==> config.mk <==
export PLATFORM = sky130hd
export DESIGN_NAME = multi_control_fsm
export DESIGN_NICKNAME = d
export VERILOG_FILES = /design/src/rtl/multi_control_fsm.sv
export SDC_FILE = /design/constraint.sdc
export NUM_CORES = 1
export LEC_CHECK = 0
export CORE_MARGIN = 3
export CORE_UTILIZATION = 51
export CTS_CLUSTER_SIZE = 24
export DETAILED_ROUTE_END_ITERATION = 10
export GPL_TIMING_DRIVEN = 0
export PLACE_DENSITY = 0.87
export RECOVER_POWER = 50
export SLEW_MARGIN = 15
export SYNTH_ARGS = -nofsm -noshare
export SYNTH_HDL_FRONTEND = slang
export SYNTH_SLANG_ARGS = --single-unit
==> constraint.sdc <==
create_clock -name CLK -period 6.6 [get_ports CLK]
set_input_delay 1.32 -clock CLK [delete_from_list [all_inputs] [get_ports CLK]]
set_output_delay 1.32 -clock CLK [all_outputs]
set_load 0.005 [all_outputs]
==> src/rtl/multi_control_fsm.sv <==
// Multicycle RV32I control unit: Moore FSM stepping the shared datapath through
// fetch/decode/execute/memory/write-back with a bounded memory wait and sticky traps.
module multi_control_fsm #(
    parameter int WAIT_MAX = 15
) (
    input  logic       CLK,
    input  logic       RESET,
    input  logic [6:0] Instruction,
    input  logic       MemReady,
    output logic       PCWrite,
    output logic       Branch,
    output logic       PCSource,
    output logic       IorD,
    output logic       IRWrite,
    output logic       MemRead,
    output logic       MemWrite,
    output logic       MemtoReg,
    output logic       RegWrite,
    output logic [1:0] ALUSrcA,
    output logic [1:0] ALUSrcB,
    output logic [2:0] ALUOp,
    output logic [1:0] AuipcLui,
    output logic [3:0] State,
    output logic       IllegalOp,
    output logic       BusError
);

    typedef enum logic [3:0] {
        S_FETCH    = 4'd0,
        S_DECODE   = 4'd1,
        S_EXEC_R   = 4'd2,
        S_EXEC_I   = 4'd3,
        S_MEM_ADDR = 4'd4,
        S_MEM_RD   = 4'd5,
        S_MEM_WR   = 4'd6,
        S_WB_MEM   = 4'd7,
        S_WB_ALU   = 4'd8,
        S_BRANCH   = 4'd9,
        S_UPPER    = 4'd10,
        S_TRAP     = 4'd11
    } state_t;

    localparam logic [6:0] OP_R      = 7'b0110011;
    localparam logic [6:0] OP_I      = 7'b0010011;
    localparam logic [6:0] OP_LOAD   = 7'b0000011;
    localparam logic [6:0] OP_STORE  = 7'b0100011;
    localparam logic [6:0] OP_BRANCH = 7'b1100011;
    localparam logic [6:0] OP_AUIPC  = 7'b0010111;
    localparam logic [6:0] OP_LUI    = 7'b0110111;

    // Count value seen on the WAIT_MAX-th unacknowledged cycle of an access.
    localparam logic [7:0] WAIT_LAST = 8'(WAIT_MAX - 1);

    state_t     state_q, state_d;
    logic [7:0] wait_q, wait_d;
    logic       illegal_q, illegal_d;
    logic       bus_err_q, bus_err_d;
    logic       mem_wait;

    always_ff @(posedge CLK or posedge RESET) begin
        if (RESET) begin
            state_q   <= S_FETCH;
            wait_q    <= '0;
            illegal_q <= 1'b0;
            bus_err_q <= 1'b0;
        end else begin
            state_q   <= state_d;
            wait_q    <= wait_d;
            illegal_q <= illegal_d;
            bus_err_q <= bus_err_d;
        end
    end

    always_comb begin
        state_d   = state_q;
        illegal_d = illegal_q;
        bus_err_d = bus_err_q;
        wait_d    = wait_q;
        mem_wait  = 1'b0;
        PCWrite   = 1'b0;
        Branch    = 1'b0;
        PCSource  = 1'b0;
        IorD      = 1'b0;
        IRWrite   = 1'b0;
        MemRead   = 1'b0;
        MemWrite  = 1'b0;
        MemtoReg  = 1'b0;
        RegWrite  = 1'b0;
        ALUSrcA   = 2'b00;
        ALUSrcB   = 2'b00;
        ALUOp     = 3'b100;
        AuipcLui  = 2'b10;

        unique case (state_q)
            S_FETCH: begin
                MemRead  = 1'b1;
                ALUSrcA  = 2'b11;
                ALUSrcB  = 2'b01;
                IRWrite  = MemReady;
                PCWrite  = MemReady;
                mem_wait = 1'b1;
                if (MemReady) state_d = S_DECODE;
            end
            S_DECODE: begin
                ALUSrcA = 2'b00;
                ALUSrcB = 2'b10;
                unique case (Instruction)
                    OP_R:               state_d = S_EXEC_R;
                    OP_I:               state_d = S_EXEC_I;
                    OP_LOAD, OP_STORE:  state_d = S_MEM_ADDR;
                    OP_BRANCH:          state_d = S_BRANCH;
                    OP_AUIPC, OP_LUI:   state_d = S_UPPER;
                    default: begin
                        state_d   = S_TRAP;
                        illegal_d = 1'b1;
                    end
                endcase
            end
            S_EXEC_R: begin
                ALUSrcA = 2'b01;
                ALUSrcB = 2'b00;
                ALUOp   = 3'b000;
                state_d = S_WB_ALU;
            end
            S_EXEC_I: begin
                ALUSrcA = 2'b01;
                ALUSrcB = 2'b10;
                ALUOp   = 3'b001;
                state_d = S_WB_ALU;
            end
            S_MEM_ADDR: begin
                ALUSrcA = 2'b01;
                ALUSrcB = 2'b10;
                ALUOp   = 3'b011;
                state_d = (Instruction == OP_LOAD) ? S_MEM_RD : S_MEM_WR;
            end
            S_MEM_RD: begin
                MemRead  = 1'b1;
                IorD     = 1'b1;
                mem_wait = 1'b1;
                if (MemReady) state_d = S_WB_MEM;
            end
            S_MEM_WR: begin
                MemWrite = 1'b1;
                IorD     = 1'b1;
                mem_wait = 1'b1;
                if (MemReady) state_d = S_FETCH;
            end
            S_WB_MEM: begin
                RegWrite = 1'b1;
                MemtoReg = 1'b1;
                state_d  = S_FETCH;
            end
            S_WB_ALU: begin
                RegWrite = 1'b1;
                state_d  = S_FETCH;
            end
            S_BRANCH: begin
                ALUSrcA  = 2'b01;
                ALUSrcB  = 2'b00;
                ALUOp    = 3'b010;
                Branch   = 1'b1;
                PCSource = 1'b1;
                state_d  = S_FETCH;
            end
            S_UPPER: begin
                ALUSrcB = 2'b10;
                ALUOp   = 3'b100;
                if (Instruction == OP_LUI) begin
                    ALUSrcA  = 2'b10;
                    AuipcLui = 2'b01;
                end else begin
                    ALUSrcA  = 2'b00;
                    AuipcLui = 2'b00;
                end
                state_d = S_WB_ALU;
            end
            default: state_d = S_TRAP;
        endcase

        // An acknowledge on the last allowed cycle still wins over the timeout.
        if (mem_wait && !MemReady) begin
            if (wait_q == WAIT_LAST) begin
                state_d   = S_TRAP;
                bus_err_d = 1'b1;
            end else begin
                wait_d = wait_q + 8'd1;
            end
        end
        if (state_d != state_q) wait_d = '0;

        // Reset aborts any in-flight access immediately, not at the next edge.
        if (RESET) begin
            PCWrite  = 1'b0;
            Branch   = 1'b0;
            PCSource = 1'b0;
            IorD     = 1'b0;
            IRWrite  = 1'b0;
            MemRead  = 1'b0;
            MemWrite = 1'b0;
            MemtoReg = 1'b0;
            RegWrite = 1'b0;
            ALUSrcA  = 2'b00;
            ALUSrcB  = 2'b00;
            ALUOp    = 3'b100;
            AuipcLui = 2'b10;
        end
    end

    assign State     = state_q;
    assign IllegalOp = illegal_q;
    assign BusError  = bus_err_q;

endmodule

Word-level counts from Yosys, hierarchy flattened
Cells that the tools add are included.
{"block": "classes", "n_reduce_logical": 18, "addsub": 1, "n_mux": 36, "n_eq_ne": 20, "n_bitwise": 1}
{"cell": "4-bit case mux with 7 select lines", "n": 1}
{"cell": "8-bit 2-to-1 mux", "n": 3}
{"cell": "7-bit by 6-bit == test with 1-bit output (second input constant)", "n": 3}
{"cell": "4-bit 2-to-1 mux", "n": 5}
{"cell": "4-bit case mux with 5 select lines", "n": 1}
{"cell": "4-bit by 3-bit == test with 1-bit output (second input constant)", "n": 4}
{"cell": "1-bit 2-to-1 mux", "n": 16}
{"cell": "7-bit by 5-bit == test with 1-bit output (second input constant)", "n": 2}
{"cell": "4-bit == test (second input constant)", "n": 3}
{"cell": "2-bit 2-to-1 mux", "n": 6}
{"cell": "3-bit case mux with 4 select lines", "n": 1}
{"cell": "2-bit OR reduction", "n": 5}
{"cell": "3-bit OR reduction", "n": 3}
{"cell": "8-bit by 1-bit adder with 8-bit output (second input constant)", "n": 1}
{"cell": "4-bit by 2-bit == test with 1-bit output (second input constant)", "n": 2}
{"cell": "8-bit by 4-bit == test with 1-bit output (second input constant)", "n": 1}
{"cell": "4-bit OR reduction", "n": 2}
{"cell": "7-bit by 2-bit == test with 1-bit output (second input constant)", "n": 1}
{"cell": "7-bit == test (second input constant)", "n": 1}
{"cell": "7-bit OR reduction", "n": 1}
{"cell": "2-bit case mux with 3 select lines", "n": 1}
{"cell": "2-bit AND reduction", "n": 3}
{"cell": "4-bit by 1-bit == test with 1-bit output (second input constant)", "n": 1}
{"cell": "4-bit zero test", "n": 1}
{"cell": "8 further kinds", "n": 8}
{"block": "totals", "inputBits": 10, "reg_bits": 14}

Depth between registers and ports, before layout
{"block": "depth", "ltp_word": 9, "mapped_depth": 8, "depth_no_buf": 8}

Worst setup path before layout
No wires, ideal clock.
{"block": "synth_path", "path_type": "input to output", "startpoint": "input RESET", "endpoint": "output PCWrite", "path_slack_ps": 2861, "n_path_buf": 2, "arrival_time_ps": 2419, "t_required_ps": 5280, "cell_stages": 6, "cell_sequence": "clkbuf_1 -> inv_1 -> nand3b_1 -> inv_1 -> and2_1 -> buf_4"}
{"block": "synth_via", "elab_chain_cells": 1}
{"element": "from (decl)", "line": "7", "rtl": "input logic RESET,"}
{"element": "1-bit 2-to-1 mux"}
{"element": "to (decl)", "line": "10", "rtl": "output logic PCWrite,"}
No other way between the ends.

==> summary.md <==
| Metric | Value |
|---|---|
| Worst reg2reg setup slack | `4050 ps` |
| CP required | `5280 ps` |
| DR vias/cell | `5.93` |
| Max-cap violation count | `0` |
| Critical path fanouts, max | `7` |
| Seq/Total Area, Yosys | `0.288` |
| Port Buffer Count | `32` |
| Synth warnings | `0` |
| Initial DRC Count | `30` |
| First-pass GRT wire length | `5.13 mm` |
| Antenna cell count | `0` |
| Outcome | `completed` |
| Worst Max-Slew Pin Slew | `648 ps` |
| Max Slew Vio Count | `0` |
| Fin crit period | `5240 ps` |
| Comb power frac | `0.076` |
| Clock sink total | `14` |
| CTS max path bufs | `2` |
| Register area | `350 um^2` |
| Site row count | `17` |
| Fill cells | `186` |
| Final HPWL DP | `2.43 mm` |
| Drt drc | `0` |
| Final worst path period share | `0.794` |
| Seq cells post-synth | `14` |
| Top Ports | `34` |
| PwrDens | `101 nW/um^2` |
| Clk root buf | `clkbuf_4` |
| Post-Synthesis Cells | `146` |
| Core area | `2230 um^2` |
| Max VDD drop | `189 uV` |
| Antenna violations before repair | `0` |
| RSZ-0062 raised after global routing | `false` |
| Nets | `195` |
| Die span in y | `54.9 um` |
| Routed WL per cell | `14.9 um` |
| Reg-to-reg startpoint | `wait_q[0]$_DFFE_PP0P_` |
| Clock Latency Late Sink | `280 ps` |
| CTS tree | `yes` |
| R2R Path End | `wait_q[5]$_DFFE_PP0P_` |
| Worst hold path endpoint | `IllegalOp$_DFFE_PP0P_` |
| NetSw | `34.8 uW` |
| Overflow after GRT | `0` |
| CTS buffer count | `3` |
| Clk_skew | `5.52 ps` |
| Worst hold path type | `reg2reg` |
| Hold wc startpoint | `IllegalOp$_DFFE_PP0P_` |
| Worst hold path cell count | `1` |
| Detailed Route WL | `3.12 mm` |
| Setup WS pre-CTS | `1680 ps` |
| Syn nets | `158` |
| Worst setup EP type | `output port` |
| Die width | `54.9 um` |
| Critical path arrival | `3920 ps` |
| Commonest non-fill, non-tap cell in the layout | `clkdlybuf4s50_1` |
| Sw frac | `0.218` |
| Multi-input logic area | `759 um^2` |
| Worst setup margin | `1360 ps` |
| Final Hold Vio Count | `0` |
| Gr usage total | `0.231` |
| Vias in the first global route | `1164` |
| Commonest cells after routing, fill and taps aside | `24 x clkdlybuf4s50_1, 14 x dfrtp_1, 13 x nor2_1` |
| Synthesized area per cell | `8.34 um^2` |
| Cts hold-fix bufs | `0` |
| Post-CTS Resized | `0` |
| Mapped Area | `1220 um^2` |
| Top_reg_cell synth | `dfrtp_1` |
| Routed vias | `1245` |
| Achievable Freq | `0.191 GHz` |
| Worst Setup Path Type | `in2out` |
| Post-synth EDFFs | `0` |
| Startpoint Class | `input port` |
| Worst reg-to-reg path cell count | `8` |
| Hold WS | `465 ps` |
| Setup TNS | `0 ps` |
| Die Area | `3010 um^2` |
| Setup violators final | `0` |
| Slew headroom | `0.567` |
| H-tree depth | `1` |
| Initial Util | `0.545` |
| Unique masters post-synth | `50` |
| Layout cells sized above 1 | `0.104` |
| Area grow syn2layout | `29.8%` |
| Post-route ant nets | `0` |
| GPL Wtd Cong | `0.869` |
| Sequential fraction of design power | `0.537` |
| Largest net degree at the start of global routing | `19` |
| TritonRoute pass-1 iters | `4` |
| Clk slew on worst S/H paths | `80 ps` |
| Clk pwr share | `0.387` |
| Async SR Flop Fraction | `1.00` |
| Internal cell power | `125 uW` |
| # Post-CTS Setup Buffers | `0` |
| Total leakage power | `0.000601 uW` |
-- Yosys cell counts (2+ instances only) --
| library cell | n | area [um^2] |
|---|---|---|
| xnor2_1 | 5 | 43.8 |
| nor3_1 | 12 | 60.1 |
| nand3b_1 | 3 | 22.5 |
| and2_1 | 3 | 18.8 |
| nor2_1 | 13 | 48.8 |
| o21ai_1 | 2 | 10.0 |
| a221oi_1 | 2 | 17.5 |
| nor2b_1 | 2 | 12.5 |
| nand2b_1 | 4 | 25.0 |
| buf_2 | 3 | 15.0 |
| o21ai_0 | 3 | 15.0 |
| clkbuf_1 | 2 | 7.51 |
| nand2_1 | 11 | 41.3 |
| a21o_1 | 2 | 15.0 |
| a21oi_1 | 5 | 25.0 |
| inv_1 | 7 | 26.3 |
| dfrtp_1 | 14 | 350 |
| a31oi_1 | 2 | 12.5 |
| nand3_1 | 6 | 30.0 |
| xor2_1 | 3 | 26.3 |
| nor4_1 | 3 | 18.8 |
| buf_4 | 4 | 30.0 |
| nand4_1 | 4 | 25.0 |
| ha_1 | 2 | 25.0 |
| nor3b_1 | 3 | 22.5 |
| or2_1 | 2 | 12.5 |
-- final cells by class --
class                      instances  share of cell area
sequential                        14               0.222
tap                               28              0.0222
inverter                           7              0.0166
multi-input combinational        116               0.481
timing repair buffer              32               0.203
clock buffer                       4              0.0230
buffer                             9              0.0333
-- logic make-up (layout without fill, tap and decap cells) --
family / count (synthesis) / in the layout / share of synthesized area
compound gates: 28 / 28 / 0.199
xor+xnor: 8 / 8 / 0.0576
fa+ha+maj: 2 / 2 / 0.0206
buf+inv: 16 / 52 / 0.0648
flops: 14 / 14 / 0.288
simple gates: 78 / 78 / 0.370
-- per-layer routing --
layer,track usage,part of all wire,vias up
li1,-,-,609
met1,0.281,0.42,581
met2,0.406,0.52,47
met3,0.0545,0.048,8
met4,0.0539,0.0099,0
met5,0,0,-
-- power by group through the flow --
| stage | combinational, uW | sequential, uW | clock (uW) |
|---|---|---|---|
| 2_1_floorplan | 4.62 | 87.7 | 0 |
| 3_3_place_gp | 12.1 | 87.6 | 0 |
| 3_5_place_dp | 12.5 | 87.6 | 0 |
| 4_1_cts | 12.5 | 85.9 | 62.9 |
| 5_1_grt | 13.3 | 86.0 | 68.2 |
| 6_report | 12.2 | 85.9 | 61.9 |
-- metrics by stage --
step / instances / total power, uW / utilization / cell area (um^2)
3_5_place_dp: 206 / 100 / 0.704 / 1570
3_3_place_gp: 206 / 99.7 / 0.704 / 1570
5_1_grt: 210 / 167 / 0.708 / 1580
2_1_floorplan: 146 / 92.3 / - / 1220
4_1_cts: 210 / 161 / 0.720 / 1610
6_report: 210 / 160 / 0.708 / 1580
-- worst max-delay path by stage --
stage          startpoint    endpoint  cells past startpoint
2_1_floorplan       RESET     PCWrite                      6
3_3_place_gp     MemReady  ALUSrcB[1]                      7
3_5_place_dp     MemReady  ALUSrcB[1]                      7
4_1_cts          MemReady  ALUSrcB[1]                      7
5_1_grt          MemReady  ALUSrcB[1]                      7
6_report         MemReady  ALUSrcB[1]                      7
-- sequential cells by signal, summed over array words and instances, names as in the netlist --
name,flops
wait_q,8
State,4
BusError,1
IllegalOp,1
-- worst max-delay path, cell delays in order --
cell,delay [ps]
dlygate4sd3_1,640
nor4b_1,310
a22oi_1,240
o211ai_1,440
nand2_1,110
a221oi_1,300
clkdlybuf4s50_1,550
Note: power is estimated with default switching activity, not from simulation.
